### config.mk
export PLATFORM = sky130hd
export DESIGN_NAME = knight_rider_scanner
export DESIGN_NICKNAME = d
export VERILOG_FILES = /design/src/rtl/knight_rider_pkg.sv /design/src/rtl/step_tick_gen.sv /design/src/rtl/knight_rider_scanner.sv
export SDC_FILE = /design/constraint.sdc
export NUM_CORES = 1
export LEC_CHECK = 0
export CAP_MARGIN = 40
export CORE_MARGIN = 2
export CORE_UTILIZATION = 38
export DETAILED_ROUTE_END_ITERATION = 12
export MAX_ROUTING_LAYER = met4
export PLACE_DENSITY = 0.51
export SYNTH_ARGS = -nofsm -noshare
export SYNTH_HDL_FRONTEND = slang
export SYNTH_HIERARCHICAL = 1
export SYNTH_SLANG_ARGS = --single-unit
### constraint.sdc
create_clock -name clk -period 4.7 [get_ports clk]
set_input_delay 0.47 -clock clk [delete_from_list [all_inputs] [get_ports clk]]
set_output_delay 0.47 -clock clk [all_outputs]
set_load 0.005 [all_outputs]
### src/rtl/knight_rider_pkg.sv
`default_nettype none
// ============================================================================
//  Module      : knight_rider_pkg
//  Description : Shared scan-mode encodings and direction constants for the
//                Knight Rider LED scanner.
//  Revision    : 1.0 - initial release
// ============================================================================
package knight_rider_pkg;

    // Run-time scan modes; the reserved code behaves as bounce
    typedef enum logic [1:0] {
        MODE_BOUNCE  = 2'b00,
        MODE_WRAP_UP = 2'b01,
        MODE_WRAP_DN = 2'b10,
        MODE_RSVD    = 2'b11
    } mode_e;

    // Direction of head travel
    localparam logic DIR_UP = 1'b1;
    localparam logic DIR_DN = 1'b0;

endpackage : knight_rider_pkg
`default_nettype wire

### src/rtl/step_tick_gen.sv
`default_nettype none
// ============================================================================
//  Module      : step_tick_gen
//  Description : Prescaler producing one step tick every (CLK_DIV >> speed)
//                clock cycles while enabled; the count is held while paused.
//  Revision    : 1.0 - initial release
// ============================================================================
module step_tick_gen #(
    parameter int CLK_DIV = 12_500_000
) (
    input  logic       clk,
    input  logic       rst_n,
    input  logic       en,
    input  logic [1:0] speed,
    output logic       tick
);

    localparam int c_cnt_w = (CLK_DIV > 1) ? $clog2(CLK_DIV) : 1;

    logic [c_cnt_w-1:0] r_div_cnt;
    logic [31:0]        w_limit;
    logic               w_reached;

    // Terminal count compare; >= lets a mid-count speed-up fire immediately
    always_comb begin
        w_limit   = 32'(CLK_DIV >> speed) - 32'd1;
        w_reached = (32'(r_div_cnt) >= w_limit);
    end

    // Pausing gates the tick in the same cycle
    assign tick = en & w_reached;

    // Prescaler counter: clears on tick, counts while enabled, holds otherwise
    always_ff @(posedge clk or negedge rst_n) begin
        if (!rst_n) begin
            r_div_cnt <= '0;
        end else if (tick) begin
            r_div_cnt <= '0;
        end else if (en) begin
            r_div_cnt <= r_div_cnt + c_cnt_w'(1);
        end
    end

endmodule : step_tick_gen
`default_nettype wire

### src/rtl/knight_rider_scanner.sv
`default_nettype none
// ============================================================================
//  Module      : knight_rider_scanner
//  Description : Sweeping LED head with a PWM-faded tail, selectable bounce /
//                wrap-up / wrap-down scan, speed select, pause and status.
//  Revision    : 1.0 - initial release
// ============================================================================
module knight_rider_scanner
    import knight_rider_pkg::*;
#(
    parameter int N_LEDS    = 8,
    parameter int TAIL_LEN  = 2,
    parameter int CLK_DIV   = 12_500_000,
    parameter int PWM_BITS  = 4,
    parameter int START_POS = 0,
    parameter int DIR_INIT  = 1
) (
    input  logic                      clk,
    input  logic                      rst_n,
    input  logic                      en,
    input  logic [1:0]                mode,
    input  logic [1:0]                speed,
    output logic [N_LEDS-1:0]         led_out,
    output logic [$clog2(N_LEDS)-1:0] pos,
    output logic                      dir,
    output logic                      edge_hit
);

    localparam int                 c_pos_w = $clog2(N_LEDS);
    localparam logic [c_pos_w-1:0] c_last  = c_pos_w'(N_LEDS - 1);
    localparam logic [c_pos_w-1:0] c_one   = c_pos_w'(1);
    localparam logic [c_pos_w-1:0] c_start = c_pos_w'(START_POS);

    logic                w_tick;
    logic [c_pos_w-1:0]  r_pos,  w_pos_nxt;
    logic                r_dir,  w_dir_nxt;
    logic                r_edge, w_edge_nxt;
    logic [PWM_BITS-1:0] r_pwm_cnt;
    logic [N_LEDS-1:0]   w_head_mask;
    logic [N_LEDS-1:0]   w_tail_mask;
    logic [N_LEDS-1:0]   r_led;

    step_tick_gen #(
        .CLK_DIV (CLK_DIV)
    ) u_step_tick_gen (
        .clk   (clk),
        .rst_n (rst_n),
        .en    (en),
        .speed (speed),
        .tick  (w_tick)
    );

    // Head position/direction next-state; in bounce the direction turns on
    // arrival at an end so dir always points where the head goes next
    always_comb begin
        w_pos_nxt  = r_pos;
        w_dir_nxt  = r_dir;
        w_edge_nxt = 1'b0;
        if (w_tick) begin
            case (mode_e'(mode))
                MODE_WRAP_UP: begin
                    w_dir_nxt = DIR_UP;
                    w_pos_nxt = (r_pos == c_last) ? '0 : r_pos + c_one;
                end
                MODE_WRAP_DN: begin
                    w_dir_nxt = DIR_DN;
                    w_pos_nxt = (r_pos == '0) ? c_last : r_pos - c_one;
                end
                default: begin
                    if (r_dir == DIR_UP) begin
                        w_pos_nxt = (r_pos == c_last) ? c_last - c_one : r_pos + c_one;
                    end else begin
                        w_pos_nxt = (r_pos == '0) ? c_one : r_pos - c_one;
                    end
                    if (w_pos_nxt == c_last) begin
                        w_dir_nxt = DIR_DN;
                    end else if (w_pos_nxt == '0) begin
                        w_dir_nxt = DIR_UP;
                    end else if (r_pos == c_last) begin
                        w_dir_nxt = DIR_DN;
                    end else if (r_pos == '0) begin
                        w_dir_nxt = DIR_UP;
                    end
                end
            endcase
            w_edge_nxt = (w_pos_nxt == '0) || (w_pos_nxt == c_last);
        end
    end

    // Head state register
    always_ff @(posedge clk or negedge rst_n) begin
        if (!rst_n) begin
            r_pos  <= c_start;
            r_dir  <= 1'(DIR_INIT);
            r_edge <= 1'b0;
        end else begin
            r_pos  <= w_pos_nxt;
            r_dir  <= w_dir_nxt;
            r_edge <= w_edge_nxt;
        end
    end

    // Free-running PWM phase counter, independent of pause
    always_ff @(posedge clk or negedge rst_n) begin
        if (!rst_n) begin
            r_pwm_cnt <= '0;
        end else begin
            r_pwm_cnt <= r_pwm_cnt + PWM_BITS'(1);
        end
    end

    generate
        if (TAIL_LEN > 0) begin : g_tail
            logic [TAIL_LEN-1:0]              r_tail_vld;
            logic [TAIL_LEN-1:0][c_pos_w-1:0] r_tail_pos;

            // Tail history: entry 0 holds the previous head, older ones follow
            always_ff @(posedge clk or negedge rst_n) begin
                if (!rst_n) begin
                    r_tail_vld <= '0;
                    r_tail_pos <= '0;
                end else if (w_tick) begin
                    for (int i = TAIL_LEN - 1; i > 0; i--) begin
                        r_tail_vld[i] <= r_tail_vld[i-1];
                        r_tail_pos[i] <= r_tail_pos[i-1];
                    end
                    r_tail_vld[0] <= 1'b1;
                    r_tail_pos[0] <= r_pos;
                end
            end

            // Tail entry k+1 lights for the first 2**PWM_BITS >> (k+1) phases
            always_comb begin
                w_tail_mask = '0;
                for (int k = 0; k < TAIL_LEN; k++) begin
                    if (r_tail_vld[k] &&
                        (32'(r_pwm_cnt) < ((32'd1 << PWM_BITS) >> (k + 1)))) begin
                        w_tail_mask = w_tail_mask | (N_LEDS'(1) << r_tail_pos[k]);
                    end
                end
            end
        end else begin : g_no_tail
            assign w_tail_mask = '0;
        end
    endgenerate

    assign w_head_mask = N_LEDS'(1) << r_pos;

    // Registered LED drive; head and tail are OR-combined
    always_ff @(posedge clk or negedge rst_n) begin
        if (!rst_n) begin
            r_led <= '0;
        end else begin
            r_led <= w_head_mask | w_tail_mask;
        end
    end

    assign led_out  = r_led;
    assign pos      = r_pos;
    assign dir      = r_dir;
    assign edge_hit = r_edge;

endmodule : knight_rider_scanner
`default_nettype wire

**Word level (Yosys, flattened, before mapping)**

Cells that the tools add are included.

- Magnitude comparators: 3
- $add $sub $neg: 5
- Bitwise gates (word level): 3
- Reductions and logical operators: 10
- Eq/ne operators: 5
- Shifts and indexed selects: 4
- Mux-type cells: 19

Operators with widths:

| kind | count |
|---|---|
| $mux W24 | 2 |
| $ge A24 B32 Y1 | 1 |
| $shr A24 B2 Y32 const A | 1 |
| $sub A32 B1 Y32 const B | 1 |
| $add A24 B1 Y24 const B | 1 |
| $mux W3 | 8 |
| $shl A1 B3 Y8 const A | 3 |
| $mux W8 | 2 |
| $or A8 B8 Y8 | 2 |
| $eq A3 B3 Y1 const B | 3 |
| $logic_not A3 Y1 | 3 |
| $pmux W3 S2 | 1 |
| $reduce_bool A6 Y1 | 1 |
| $mux W1 | 5 |
| $add A4 B1 Y4 const B | 1 |
| $lt A4 B3 Y1 const B | 1 |
| $lt A4 B4 Y1 const B | 1 |
| $add A3 B1 Y3 const B | 1 |
| $sub A3 B1 Y3 const B | 1 |
| $eq A2 B1 Y1 const B | 1 |
| $eq A2 B2 Y1 const B | 1 |
| $logic_and A1 B1 Y1 | 2 |
| $pmux W1 S2 | 1 |
| $reduce_and A2 Y1 | 1 |
| other kinds (4) | 4 |

- Bits of input ports: 7
- Register bits: 49
- Logic and storage cells: 58

**Longest topological paths before layout**

- Depth after elaboration: 10
- Depth in mapped cells: 17
- Gate-level depth less buffers: 13

**Modules after synthesis**

Netlist, hierarchy kept.

Modules (own cells, without submodules):

| module | area an instance (µm²) | cells an instance | instances |
|---|---|---|---|
| step_tick_gen | 1731.7 | 195 | 1 |
| knight_rider_scanner | 1436.4 | 136 | 1 |

**Worst setup path before layout**

No wires, ideal clock.

- Path type: input-to-reg
- Start: in speed[1]
- End: reg g_tail.r_tail_pos[2] in the netlist's numbering
- Stages on the path: 14
- Data arrival time: 3.149 ns
- Path buffers: 4
- Setup slack: 1.426 ns
- Library setup time: 0.125 ns
- Data required time: 4.575 ns
- Cell sequence: nor2b_1 buf_4 inv_1 ha_1 ha_1 a21oi_1 a21o_1 a311oi_2 o21ai_2 a21oi_2 buf_4 clkbuf_1 buf_1 mux2_2

- Cells in the longest elaborated chain, start to end: 4

Ends and longest elaborated chain:

| item | line | RTL |
|---|---|---|
| start: declaration | knight_rider_scanner.sv:22 | `input logic [1:0] speed,` |
| $shr A24 B2 Y32 | step_tick_gen.sv:26 | `w_limit = 32'(CLK_DIV >> speed) - 32'd1;` |
| $sub A32 B1 Y32 | step_tick_gen.sv:26 |  |
| $ge A24 B32 Y1 | step_tick_gen.sv:27 | `w_reached = (32'(r_div_cnt) >= w_limit);` |
| $and A1 B1 Y1 | step_tick_gen.sv:31 | `assign tick = en & w_reached;` |
| named net w_tick | knight_rider_scanner.sv:34 | `logic w_tick;` |
| end signal: indexed assignment | knight_rider_scanner.sv:125 | `r_tail_pos[i] <= r_tail_pos[i-1];` |
| end: declaration | knight_rider_scanner.sv:115 | `logic [TAIL_LEN-1:0][c_pos_w-1:0] r_tail_pos;` |

The timed path passes the listed nets, and every way through them passes these cells.
A chain may end at the register's enable or synchronous reset.

**Worst setup path in the final report**

- Start: in speed[0]
- End: reg g_tail.r_tail_pos[5] in the netlist's numbering

The elaborated chain is that of the path after synthesis.

==> results.sh <==
export IMPL_fmax_ghz=0.2715
export IMPL_cts_sinks=49
export IMPL_wl_um=6444
export IMPL_wl_per_cell_um=14.19
export IMPL_cpMostUsedCell="ha_1"
export IMPL_place_congestion=0.8415
export IMPL_finalCritPeriodShare_pct=78.38
export IMPL_cts_resized=0
export IMPL_cts_made_buffers=5
export IMPL_setup_violations_final=0
export IMPL_htree_levels=2
export IMPL_post_drt_via_cell_ratio=5.185
export IMPL_antenna_cells=0
export IMPL_clkPwrFrac_pct=33.5
export IMPL_layout_common_cells="dfrtp_1 (48), ha_1 (32), nand2_1 (31)"
export IMPL_port_buffers=19
export IMPL_synth_cell_type_count=56
export IMPL_dieArea_um2=9083
export IMPL_clockBufferDepth=2
export IMPL_powerDensity_nw_per_um2=268.4
export IMPL_p_seq_share_pct=51.2
export IMPL_netlist_area_um2=3168
export IMPL_cpLargestDelayFamily="compound AO/OA/AOI/OAI gates"
export IMPL_layout_commonest_cell="dfrtp_1"
export IMPL_combPwrFrac_pct=15.4
export IMPL_async_reset_ff_share_pct=100.0
export IMPL_required_ns=4.91
export IMPL_finalSetupTns_ns=0
export IMPL_rsz0062_at_grt="no"
export IMPL_drive_gt1_share_pct=11.46
export IMPL_dieHeight_um=95.31
export IMPL_grt_usage_pct=16.21
export IMPL_final_antenna_net_count=0
export IMPL_grt_max_degree=50
export IMPL_core_um2=8134
export IMPL_area_delta_synth_final_pct=12.05
export IMPL_finalPower_uw=952.8
export IMPL_critPathLaunchType="input port"
export IMPL_overflow=0
export IMPL_endpoint_kind="register"
export IMPL_setup_slack_ns=1.016
export IMPL_hold_path_class="input port to asynchronous set/reset pin"
export IMPL_slew_limit_headroom_pct=56.94
export IMPL_cts_hold_buf=0
export IMPL_path_clk_slew_ns=0.10
export IMPL_drv_cap=0
export IMPL_worst_slew_pin_slew_ns=0.6459
export IMPL_layout_nets=387
export IMPL_layout_min_cycle_time_ns=3.684
export IMPL_switching_share_pct=29.08
export IMPL_postSynthAreaPerCell_um2=9.571
export IMPL_hold_violations=0
export IMPL_outcome="finished, final reports clean"
export IMPL_antenna_found_initial=0
export IMPL_fin_skew_ns=0.01136
export IMPL_p_leak_nw=1.698
export IMPL_worstSetupPathType="input port to register"
export IMPL_clk_insertion_delay_late_ns=0.31
export IMPL_power_internal_uw=675.7
export IMPL_place_ws_ns=0.6748
export IMPL_cts_root_buf="clkbuf_8"
export IMPL_dpl_hpwl_um=4758
export IMPL_slowest_delay_ns=0.55
export IMPL_first_global_vias=2358
export IMPL_initialDrtViolationCount=84
export IMPL_netlist_instances=331
export IMPL_vias=2354
export IMPL_worst_path_buf_inv=3
export IMPL_vdd_drop_max_mv=0.09868
export IMPL_synth_edf_count=0
export IMPL_fp_row_count=33
export IMPL_cp_max_fo=13
export IMPL_io_pins=20
export IMPL_finalMaxSlewViolations=0
export IMPL_post_cts_setup_buffers=0
export IMPL_die_w_um=95.31
export IMPL_ys_flop_type="dfrtp_1"
export IMPL_critPathSlowestCell="clkdlybuf4s50_1"
export IMPL_crit_path_cell_trace="clkdlybuf4s50_1, nor2b_1, inv_1, ha_1, ha_1, a21oi_1, a21o_1, a311oi_2, o21ai_2, a21oi_2, buf_4, mux2_2"
export IMPL_synth_seq_area_share_pct=38.74
export IMPL_p_switching_uw=277.1
export IMPL_drc=0
export IMPL_synth_seq_cells=49
export IMPL_grt_pass1_wl_um=11190
export IMPL_cts_tree="yes"
export IMPL_yosysWarnings=6
export IMPL_cp_arrival_ns=3.89
export IMPL_initial_utilization_pct=38.95
export IMPL_drtPass1Iterations=4
==> per-stage QoR <==
stage / utilization (%) / hold WS, ns / cells / instance area (um^2)
after global placement: 42.18 / 0.4424 / 446 / 3431
final: 43.64 / 0.2566 / 454 / 3550
after floorplan: - / 0.1744 / 332 / 3172
after CTS: 43.64 / 0.2832 / 454 / 3550
after detailed placement: 42.18 / 0.4438 / 446 / 3431
after global routing: 43.64 / 0.2950 / 454 / 3550
==> registers in the layout, summed over array words and instances, names as in the netlist <==
register,count
g_tail.r_tail_pos,6
dir,1
u_step_tick_gen/r_div_cnt,24
edge_hit,1
g_tail.r_tail_vld,2
r_pwm_cnt,4
led_out,8
pos,3
==> per-layer routing <==
metal,vias to the layer above,part of all wire [%],GRT usage (%)
met2,34,48,26.29
li1,1179,-,-
met5,-,0,-
met3,10,2.5,2.767
met1,1131,48,20.27
met4,0,1.9,6.159
==> Yosys cell counts, types with 4 or more instances <==
cell	n	area, um^2
nor2_1	30	112.6
dfrtp_1	48	1201
mux2_2	7	78.83
nand3_1	16	80.08
a21o_1	6	45.04
ha_1	32	400.4
buf_4	6	45.04
a21oi_1	15	75.07
clkbuf_1	4	15.01
a21oi_2	4	35.03
nand2b_1	5	31.28
nor3_1	6	30.03
inv_1	22	82.58
xor2_1	16	140.1
o21ai_0	6	30.03
xnor2_1	7	61.31
nand4_1	8	50.05
a32oi_1	4	35.03
nand2_1	31	116.4
and3_1	7	43.79
==> cells by family after synthesis <==
group,synth area share (%)
xor+xnor,6.359
other cells,0.1184
simple gates,19.59
compound gates,12.56
mux,3.871
buf+inv,5.450
fa+ha+maj,13.31
flops,38.74
==> worst paths after layout <==
check                                                          start  cells after the start  slack (ns)                                        end
max                                                         speed[0]                     12        1.02           g_tail.r_tail_pos[5]$_DFFE_PN0P_
min                                                            rst_n                      2        0.26                       led_out[1]$_DFF_PN0_
max reg2reg                u_step_tick_gen/r_div_cnt[21]$_DFFE_PN0P_                      8        1.82           g_tail.r_tail_pos[5]$_DFFE_PN0P_
min reg2reg                                   r_pwm_cnt[0]$_DFF_PN0_                      1        0.46                     r_pwm_cnt[0]$_DFF_PN0_
max in group asynchronous                                      rst_n                      2        4.01  u_step_tick_gen/r_div_cnt[10]$_DFFE_PN0P_
min in group clk                              r_pwm_cnt[0]$_DFF_PN0_                      1        0.46                     r_pwm_cnt[0]$_DFF_PN0_
==> power groups by stage <==
stage          clock [mW]  combinational [mW]  sequential (mW)
2_1_floorplan           0               0.112            0.483
3_3_place_gp            0               0.147            0.496
3_5_place_dp            0               0.147            0.495
4_1_cts             0.328               0.148            0.487
5_1_grt             0.346               0.171            0.492
6_report            0.319               0.146            0.487
==> layout make-up <==
type	instances	area (um^2)
Tap cell	105	131.4
Sequential cell	49	1227
Clock inverter	3	50.05
Inverter	24	92.59
Clock buffer	5	68.82
Multi-Input combinational cell	246	1772
Timing Repair Buffer	22	207.7
Fill cell	805	4584
(Power assumes the default switching activity.)
